<file path="config.mk">
export PLATFORM = sky130hd
export DESIGN_NAME = frame_rx
export DESIGN_NICKNAME = d
export VERILOG_FILES = /design/src/rtl/frame_rx_pkg.sv /design/src/rtl/frame_rx_fifo.sv /design/src/rtl/frame_rx.sv
export SDC_FILE = /design/constraint.sdc
export NUM_CORES = 1
export LEC_CHECK = 0
export ABC_AREA = 1
export BUFFER_PORTS_ARGS = -buffer_cell sky130_fd_sc_hd__buf_2
export CORE_MARGIN = 5
export CORE_UTILIZATION = 35
export CTS_BUF_LIST = sky130_fd_sc_hd__clkbuf_8
export DETAILED_ROUTE_END_ITERATION = 10
export PLACE_DENSITY = 0.55
export SETUP_SLACK_MARGIN = 0.1
export SYNTH_ARGS = -nofsm -noshare
export SYNTH_HDL_FRONTEND = slang
export SYNTH_HIERARCHICAL = 1
export SYNTH_SLANG_ARGS = --single-unit
</file>
<file path="constraint.sdc">
create_clock -name clk -period 2.6 [get_ports clk]
set_input_delay 0.52 -clock clk [delete_from_list [all_inputs] [get_ports clk]]
set_output_delay 0.52 -clock clk [all_outputs]
set_load 0.01 [all_outputs]
</file>
<file path="src/rtl/frame_rx_pkg.sv">
// Shared types and constants for the frame_rx deframer.
// Optional statistics counters are enabled with FRAME_RX_STATS_EN.
package frame_rx_pkg;

    typedef enum logic [2:0] {
        IDLE,
        PRE,
        DATA,
        TERM,
        DROP
    } state_t;

    localparam logic [7:0]  PREAMBLE_BYTE = 8'h55;
    localparam logic [7:0]  SFD_BYTE      = 8'hD5;
    localparam logic [31:0] CRC_POLY      = 32'hEDB88320;
    localparam logic [31:0] CRC_INIT      = 32'hFFFFFFFF;
    localparam logic [31:0] CRC_RESIDUE   = 32'hDEBB20E3;

    typedef struct packed {
        logic       last;
        logic       err;
        logic [7:0] data;
    } fifo_entry_t;

    // Reflected CRC32, one byte processed LSB-first, no final inversion.
    function automatic logic [31:0] crc32_byte(input logic [31:0] crc, input logic [7:0] data);
        logic [31:0] c;
        c = crc ^ {24'h0, data};
        for (int unsigned i = 0; i < 8; i++) begin
            c = c[0] ? ((c >> 1) ^ CRC_POLY) : (c >> 1);
        end
        return c;
    endfunction

endpackage

</file>
<file path="src/rtl/frame_rx_fifo.sv">
// Synchronous show-ahead FIFO of frame entries; head is valid whenever count is non-zero.
module frame_rx_fifo
    import frame_rx_pkg::*;
#(
    parameter int DEPTH = 16
) (
    input  logic                     clk,
    input  logic                     rst_n,
    input  logic                     push,
    input  fifo_entry_t              push_entry,
    input  logic                     pop,
    output fifo_entry_t              head,
    output logic                     valid,
    output logic [$clog2(DEPTH):0]   count
);

    localparam int AW = $clog2(DEPTH);
    localparam logic [AW:0] CNT_FULL = (AW + 1)'(DEPTH);

    fifo_entry_t   mem [DEPTH];
    logic [AW-1:0] wr_ptr;
    logic [AW-1:0] rd_ptr;
    logic          push_ok;
    logic          pop_ok;

    assign valid   = (count != '0);
    assign push_ok = push && (count != CNT_FULL);
    assign pop_ok  = pop && valid;
    assign head    = mem[rd_ptr];

    always_ff @(posedge clk) begin
        if (push_ok) begin
            mem[wr_ptr] <= push_entry;
        end
    end

    always_ff @(posedge clk) begin
        if (!rst_n) begin
            wr_ptr <= '0;
            rd_ptr <= '0;
            count  <= '0;
        end else begin
            if (push_ok) wr_ptr <= wr_ptr + 1'b1;
            if (pop_ok)  rd_ptr <= rd_ptr + 1'b1;
            case ({push_ok, pop_ok})
                2'b10:   count <= count + 1'b1;
                2'b01:   count <= count - 1'b1;
                default: count <= count;
            endcase
        end
    end

endmodule

</file>
<file path="src/rtl/frame_rx.sv">
// Deframer: strips preamble/SFD, checks and removes the CRC32 FCS, queues payload entries.
// Define FRAME_RX_STATS_EN to add the frames_ok / frames_err counters.
module frame_rx
    import frame_rx_pkg::*;
#(
    parameter int DEPTH   = 16,
    parameter int PRE_MIN = 1
) (
    input  logic        clk,
    input  logic        rst_n,
    input  logic [7:0]  rx_data,
    input  logic        rx_en,
    output logic [7:0]  out_data,
    output logic        out_last,
    output logic        out_err,
    output logic        out_valid,
    input  logic        out_ready,
    output logic        ovf_sticky
`ifdef FRAME_RX_STATS_EN
    ,
    output logic [31:0] frames_ok,
    output logic [31:0] frames_err
`endif
);

    localparam int AW = $clog2(DEPTH);
    localparam logic [AW:0] CNT_FULL  = (AW + 1)'(DEPTH);
    localparam logic [AW:0] CNT_RSV   = (AW + 1)'(DEPTH - 1);
    localparam logic [7:0]  PRE_MIN_B = 8'(PRE_MIN);

    state_t      state, state_next;
    logic        rx_en_q;
    logic [7:0]  pre_cnt, pre_next;
    logic [2:0]  n_cnt, n_next;
    logic [31:0] crc, crc_next;
    logic        frame_ovf, fovf_next;
    logic [7:0]  dl [5];
    logic        shift;
    logic        push;
    logic        term_push;
    logic        ovf_set;
    fifo_entry_t push_entry;
    fifo_entry_t head;
    logic        fifo_valid;
    logic [AW:0] fifo_count;

    frame_rx_fifo #(.DEPTH(DEPTH)) u_fifo (
        .clk        (clk),
        .rst_n      (rst_n),
        .push       (push),
        .push_entry (push_entry),
        .pop        (out_valid && out_ready),
        .head       (head),
        .valid      (fifo_valid),
        .count      (fifo_count)
    );

    assign out_valid = fifo_valid;
    assign out_data  = fifo_valid ? head.data : '0;
    assign out_last  = fifo_valid & head.last;
    assign out_err   = fifo_valid & head.err;

    always_comb begin
        state_next = state;
        pre_next   = pre_cnt;
        n_next     = n_cnt;
        crc_next   = crc;
        fovf_next  = frame_ovf;
        shift      = 1'b0;
        push       = 1'b0;
        term_push  = 1'b0;
        ovf_set    = 1'b0;
        push_entry = '0;
        case (state)
            IDLE: begin
                // rx_en_q resets high so a frame already in flight at reset release is ignored
                if (rx_en && !rx_en_q) begin
                    if (rx_data == PREAMBLE_BYTE) begin
                        state_next = PRE;
                        pre_next   = 8'd1;
                    end else begin
                        state_next = DROP;
                    end
                end
            end
            PRE: begin
                if (!rx_en) begin
                    state_next = DROP;
                end else if (rx_data == PREAMBLE_BYTE) begin
                    if (pre_cnt != 8'hFF) pre_next = pre_cnt + 8'd1;
                end else if (rx_data == SFD_BYTE && pre_cnt >= PRE_MIN_B) begin
                    state_next = DATA;
                    crc_next   = CRC_INIT;
                    n_next     = 3'd0;
                    fovf_next  = 1'b0;
                end else begin
                    state_next = DROP;
                end
            end
            DATA: begin
                if (!rx_en) begin
                    state_next = TERM;
                end else begin
                    crc_next = crc32_byte(crc, rx_data);
                    shift    = 1'b1;
                    if (n_cnt == 3'd5) begin
                        // the final FIFO slot stays free for the frame-end entry
                        if (!frame_ovf && fifo_count < CNT_RSV) begin
                            push            = 1'b1;
                            push_entry.data = dl[4];
                        end else begin
                            ovf_set   = 1'b1;
                            fovf_next = 1'b1;
                        end
                    end else begin
                        n_next = n_cnt + 3'd1;
                    end
                end
            end
            TERM: begin
                if (fifo_count != CNT_FULL) begin
                    push            = 1'b1;
                    term_push       = 1'b1;
                    push_entry.last = 1'b1;
                    if (n_cnt == 3'd5 && !frame_ovf) begin
                        push_entry.data = dl[4];
                        push_entry.err  = (crc != CRC_RESIDUE);
                    end else begin
                        push_entry.err  = 1'b1;
                    end
                    state_next = rx_en ? DROP : IDLE;
                end else if (rx_en) begin
                    ovf_set = 1'b1;
                end
            end
            DROP: begin
                if (!rx_en) state_next = IDLE;
            end
            default: state_next = IDLE;
        endcase
    end

    always_ff @(posedge clk) begin
        if (!rst_n) begin
            state      <= IDLE;
            rx_en_q    <= 1'b1;
            pre_cnt    <= '0;
            n_cnt      <= '0;
            crc        <= CRC_INIT;
            frame_ovf  <= 1'b0;
            ovf_sticky <= 1'b0;
            for (int unsigned i = 0; i < 5; i++) dl[i] <= '0;
        end else begin
            state     <= state_next;
            rx_en_q   <= rx_en;
            pre_cnt   <= pre_next;
            n_cnt     <= n_next;
            crc       <= crc_next;
            frame_ovf <= fovf_next;
            if (ovf_set) ovf_sticky <= 1'b1;
            if (shift) begin
                for (int unsigned i = 4; i > 0; i--) dl[i] <= dl[i-1];
                dl[0] <= rx_data;
            end
        end
    end

`ifdef FRAME_RX_STATS_EN
    always_ff @(posedge clk) begin
        if (!rst_n) begin
            frames_ok  <= '0;
            frames_err <= '0;
        end else if (term_push) begin
            if (push_entry.err) frames_err <= frames_err + 32'd1;
            else                frames_ok  <= frames_ok + 32'd1;
        end
    end
`endif

endmodule
</file>
==> results <==
- Data on the critical path arrives at its endpoint at 2140 ps.
- The beginning of the worst register-to-register path is state[1]$_SDFFE_PN0P_.
- Routability-driven placement finished with a final weighted congestion of between 0.8 and 0.9.
- The global router's overall resource usage is approximately 14%.
- The average instance in the mapped netlist occupies 9.698 um2.
- The fill cell instance count of the final layout is around 3500.
- The number of iterations in the first detailed-routing pass is 5.
- The worst endpoint required time is 2080 ps.
- The vias after detailed routing is 9170.
- The floorplan row count is 69.
- The worst setup path is captured at a primary output.
- In the final layout, flip-flops and latches occupy 7337 um2.
- The total number of nets in the final design is roughly 1400.
- Yosys mapped the design onto 46 distinct sky130hd cell types.
- The worst path in the final design needs a cycle of 2660 ps, including I/O delays and setup.
- Sequential cells burn 53.5% of the power.
- The clock passes through at most 3 buffers.
- Clock latency on the worst-skew pair, taken at its later pin, is 580 ps.
- The average via count per standard cell is 4.834.
- The slowest stage of the critical path is the dfxtp_4 cell.
- Counting both buffers and inverters, the worst setup path holds a total of 4.
- Broken down by cell family, the worst path's largest delay share belongs to buffers and inverters.
- The terminating pin of the worst hold path is crc[3]$_SDFFE_PN1P_.
- Power comes to 8.588 mW.
- The total standard cell area after synthesis is 12680 um2.
- The most common cell after layout, fill and taps aside is nand2_1.
- The number of max-cap violations is 0.
- The die extent in x is roughly 200 um.
- The relative contribution of the clock network to total power is roughly two fifths.
- The remaining antenna violation count is 0.
- The area of the placeable core is 35660 um2.
- The tightest hold path in the finished design has a slack of around 320 ps.
- The clock tree synthesis step divided the H-tree into 2 levels.
- The biggest cell delay along the critical path is 410 ps.
- For the pin with the worst max-slew slack, the measured transition is 984.0 ps.
- Once routing completed, OpenROAD measured the worst setup slack at -60.21 ps.
- The post-detailed-route wirelength per cell is about 16 um.
- Setup repair after global routing could not meet its margin everywhere.
- The worst register-to-register path ends at u_fifo/count[4]$_SDFFE_PN0P_.
- The worst hold path belongs to the class input pin to flop.
- Based on the critical path, the design can be clocked at up to around 0.38 GHz.
- The number of antenna violations at the first check in global routing is 0.
- The multi-input logic area is 4481 um2.
- The worst path uses 102.3% of the clock period.
- The via count of the first global-routing pass is 9082.
- The synthesized design contains 266 register bits.
- The worst setup slack for register-to-register paths is approximately 330 ps.
- The starting DRC count in detailed routing is just over 600.
- The internal cell power is 6.417 mW.
- STA classifies the critical path startpoint as a flop.
- The synthesis-to-finish area growth is 15.79%.
- The Yosys step of the flow raised 6 warnings.
- The critical path start-end classification is flop to primary output.
- The antenna diode count is 0.
- The share of the yosys chip area belonging to registers is 57.80%.
- Once placement finished, the instance area stood at 13540 um2.
- In the final layout, the share of cells above drive strength 1 is about 15%.
- Summed over all failing endpoints, the final setup total negative slack is -213.2 ps.
- The floorplan step defined a die boundary enclosing 40120 um2.
- The worst pin sits at a relative slew slack of 34.16%.
- Counting every net in the synthesized netlist gives 1331.
- The number of top-level design ports is 24.
- The worst clock skew is 42.92 ps.
- The overall routed net length is 29460 um.
- TritonCTS built the clock tree.
- In this run the worst path has a maximum fanout of 7.
- The worst supply voltage drop on vdd is 0.2952 mV.
- The run finished, with violations left.
- The library cells used most frequently in the layout, excluding fill and tap cells, are nand2_1 (247), edfxtp_1 (200), inv_1 (171), nand3_1 (109), nor2_1 (100).
- Detailed placement finished with a half-perimeter wire length of 18990 um.
- Traced cell by cell, the critical path runs through buf_6 -> buf_12 -> mux2i_2 -> o21ai_1 -> o211ai_1 -> nand2_1 -> nand2_1 -> inv_2 -> buf_6.
- Setup violations remaining at the end of the flow were counted as 8.
- The number of failing hold endpoints at the final stage is 0.
- The startpoint identified for the worst hold timing path is rst_n.
- The hold path depth is 2.
- Counting the buffers created by CTS gives 46.
- Of all flip-flops after synthesis, the portion carrying an async set or reset was 0%.
- The synthesized design contains 200 enable-type register cells.
- The number of clock sinks is 266.
- The main flop type after synthesis is edfxtp_1.
- The DRC violation count after routing is 0.
- The first global-routing pass estimated 47330 um of wire.
- The total overflow left after global routing is 0.
- Combinational logic burns 7.0% of the power.
- The max-slew violation total from the final report is 0.
- The static leakage is 5.888 nW.
- For this configuration, the core starts out at a cell density of 35.55%.
- The switching portion of total power is roughly 25%.
- The gate count after technology mapping is 1307.
- The clock-pin slew on the worst setup and hold paths is roughly 60 ps.
- Port buffering added 23 buffers.
- The cell at the root of the clock tree is clkbuf_8.
- The maximum number of pins on one net before global-route repair is 41.
- The ratio of total power to cell area is about 590 nW/um2.
- The height of the die is about 200 um.
- The final reports fail on setup timing.
- The cell count of the worst reg-to-reg path is 20.
- Summing all non-filler instances in the final layout gives an area of approximately 15000 um2.
- The net switching power is 2.171 mW.
-- metal layers --
metal	share of wire, %	vias to the layer above	GRT usage (%)	wire length, um
li1	-	4608	-	-
met5	0	-	0	0
met1	46	4333	18.78	13650
met3	4.1	58	2.555	1214
met2	47	171	23.44	13820
met4	2.6	0	4.597	778
-- kinds of logic (layout without fill, tap and decap cells) --
kind of cell	Yosys count	in the layout	share of synthesized area [%]
XOR/XNOR	45	45	3.169
AO/OA/AOI/OAI	196	196	8.716
multiplexers	40	40	3.159
flip-flops	266	266	57.80
buffers and inverters	220	349	7.215
adder cells (fa/ha/maj)	12	12	1.184
AND/OR/NAND/NOR	528	528	18.75
-- layout make-up --
cell class                 instances  share of cell area, %
sequential                       266                  49.99
tap                              461                  3.930
clock buffer                      46                  4.313
timing repair buffer              94                  5.566
clock inverter                    39                  1.219
multi-input combinational        821                  30.53
inverter                         170                  4.458
-- how the worst max path moves through the flow --
stage | from | endpoint | cells after the start
6_report | flop | out_data[1] | 9
5_1_grt | flop | out_data[0] | 9
4_1_cts | flop | out_data[2] | 8
3_5_place_dp | state[1]$_SDFFE_PN0P_ | u_fifo/count[2]$_SDFFE_PN0P_ | 17
3_3_place_gp | state[1]$_SDFFE_PN0P_ | u_fifo/count[4]$_SDFFE_PN0P_ | 20
2_1_floorplan | state[1]$_SDFFE_PN0P_ | u_fifo/count[2]$_SDFFE_PN0P_ | 19
-- cell usage after synthesis (2+ instances only) --
cell / instances / area share, %
nand2_1: 250 / 7.4
edfxtp_1: 200 / 47
inv_1: 159 / 4.7
nand3_1: 109 / 4.3
nor2_1: 101 / 3.0
dfxtp_1: 66 / 10
a21oi_1: 63 / 2.5
o21ai_0: 62 / 2.4
o211ai_1: 42 / 2.5
mux2i_1: 40 / 3.2
xor2_1: 31 / 2.1
o21ai_1: 25 / 0.99
clkbuf_1: 22 / 0.65
buf_2: 16 / 0.63
nand2_2: 13 / 0.64
xnor2_1: 13 / 0.90
ha_1: 12 / 1.2
nor3_1: 9 / 0.36
nand4_1: 8 / 0.39
nor3b_1: 8 / 0.47
buf_4: 6 / 0.36
inv_2: 5 / 0.15
nor4_1: 5 / 0.25
buf_6: 4 / 0.36
nand2_4: 4 / 0.36
nor2_2: 4 / 0.20
nor2_4: 4 / 0.36
nand3_2: 3 / 0.24
nand3b_1: 3 / 0.18
clkinv_1: 2 / 0.059
inv_4: 2 / 0.099
nor3_2: 2 / 0.16
-- power groups by stage --
| stage | registers, mW | clock network, mW | logic, mW |
|---|---|---|---|
| global route | 4.59 | 3.73 | 0.677 |
| global placement | 4.67 | 0 | 0.592 |
| detailed placement | 4.68 | 0 | 0.596 |
| floorplan | 4.68 | 0 | 0.443 |
| CTS | 4.59 | 3.53 | 0.598 |
| finish | 4.59 | 3.40 | 0.599 |
-- registers in the layout, summed over array words and instances (netlist names), 3 cells and up, named ones only --
name           flops
crc               32
dl                40
n_cnt              3
pre_cnt            8
state              3
u_fifo/count       5
u_fifo/mem       160
u_fifo/rd_ptr      4
u_fifo/wr_ptr      4
-- per-stage QoR --
| stage | cells | worst slack [ps] | utilization (%) |
|---|---|---|---|
| 5_1_grt | 1897 | -198.7 | 41.17 |
| 2_1_floorplan | 1307 | 126.1 | - |
| 3_5_place_dp | 1794 | 154.9 | 37.97 |
| 6_report | 1897 | -60.21 | 41.17 |
| 3_3_place_gp | 1794 | 212.2 | 37.97 |
| 4_1_cts | 1881 | -100.6 | 40.35 |
-- timing repair --
item	4_1_cts	5_1_grt
endpoints found under the setup margin	10	14
resized for setup	7	35
hold buffers	0	0
pin swaps	0	15
cloned	0	4
buffers inserted	2	12
Note: power is estimated with default switching activity, not from simulation.
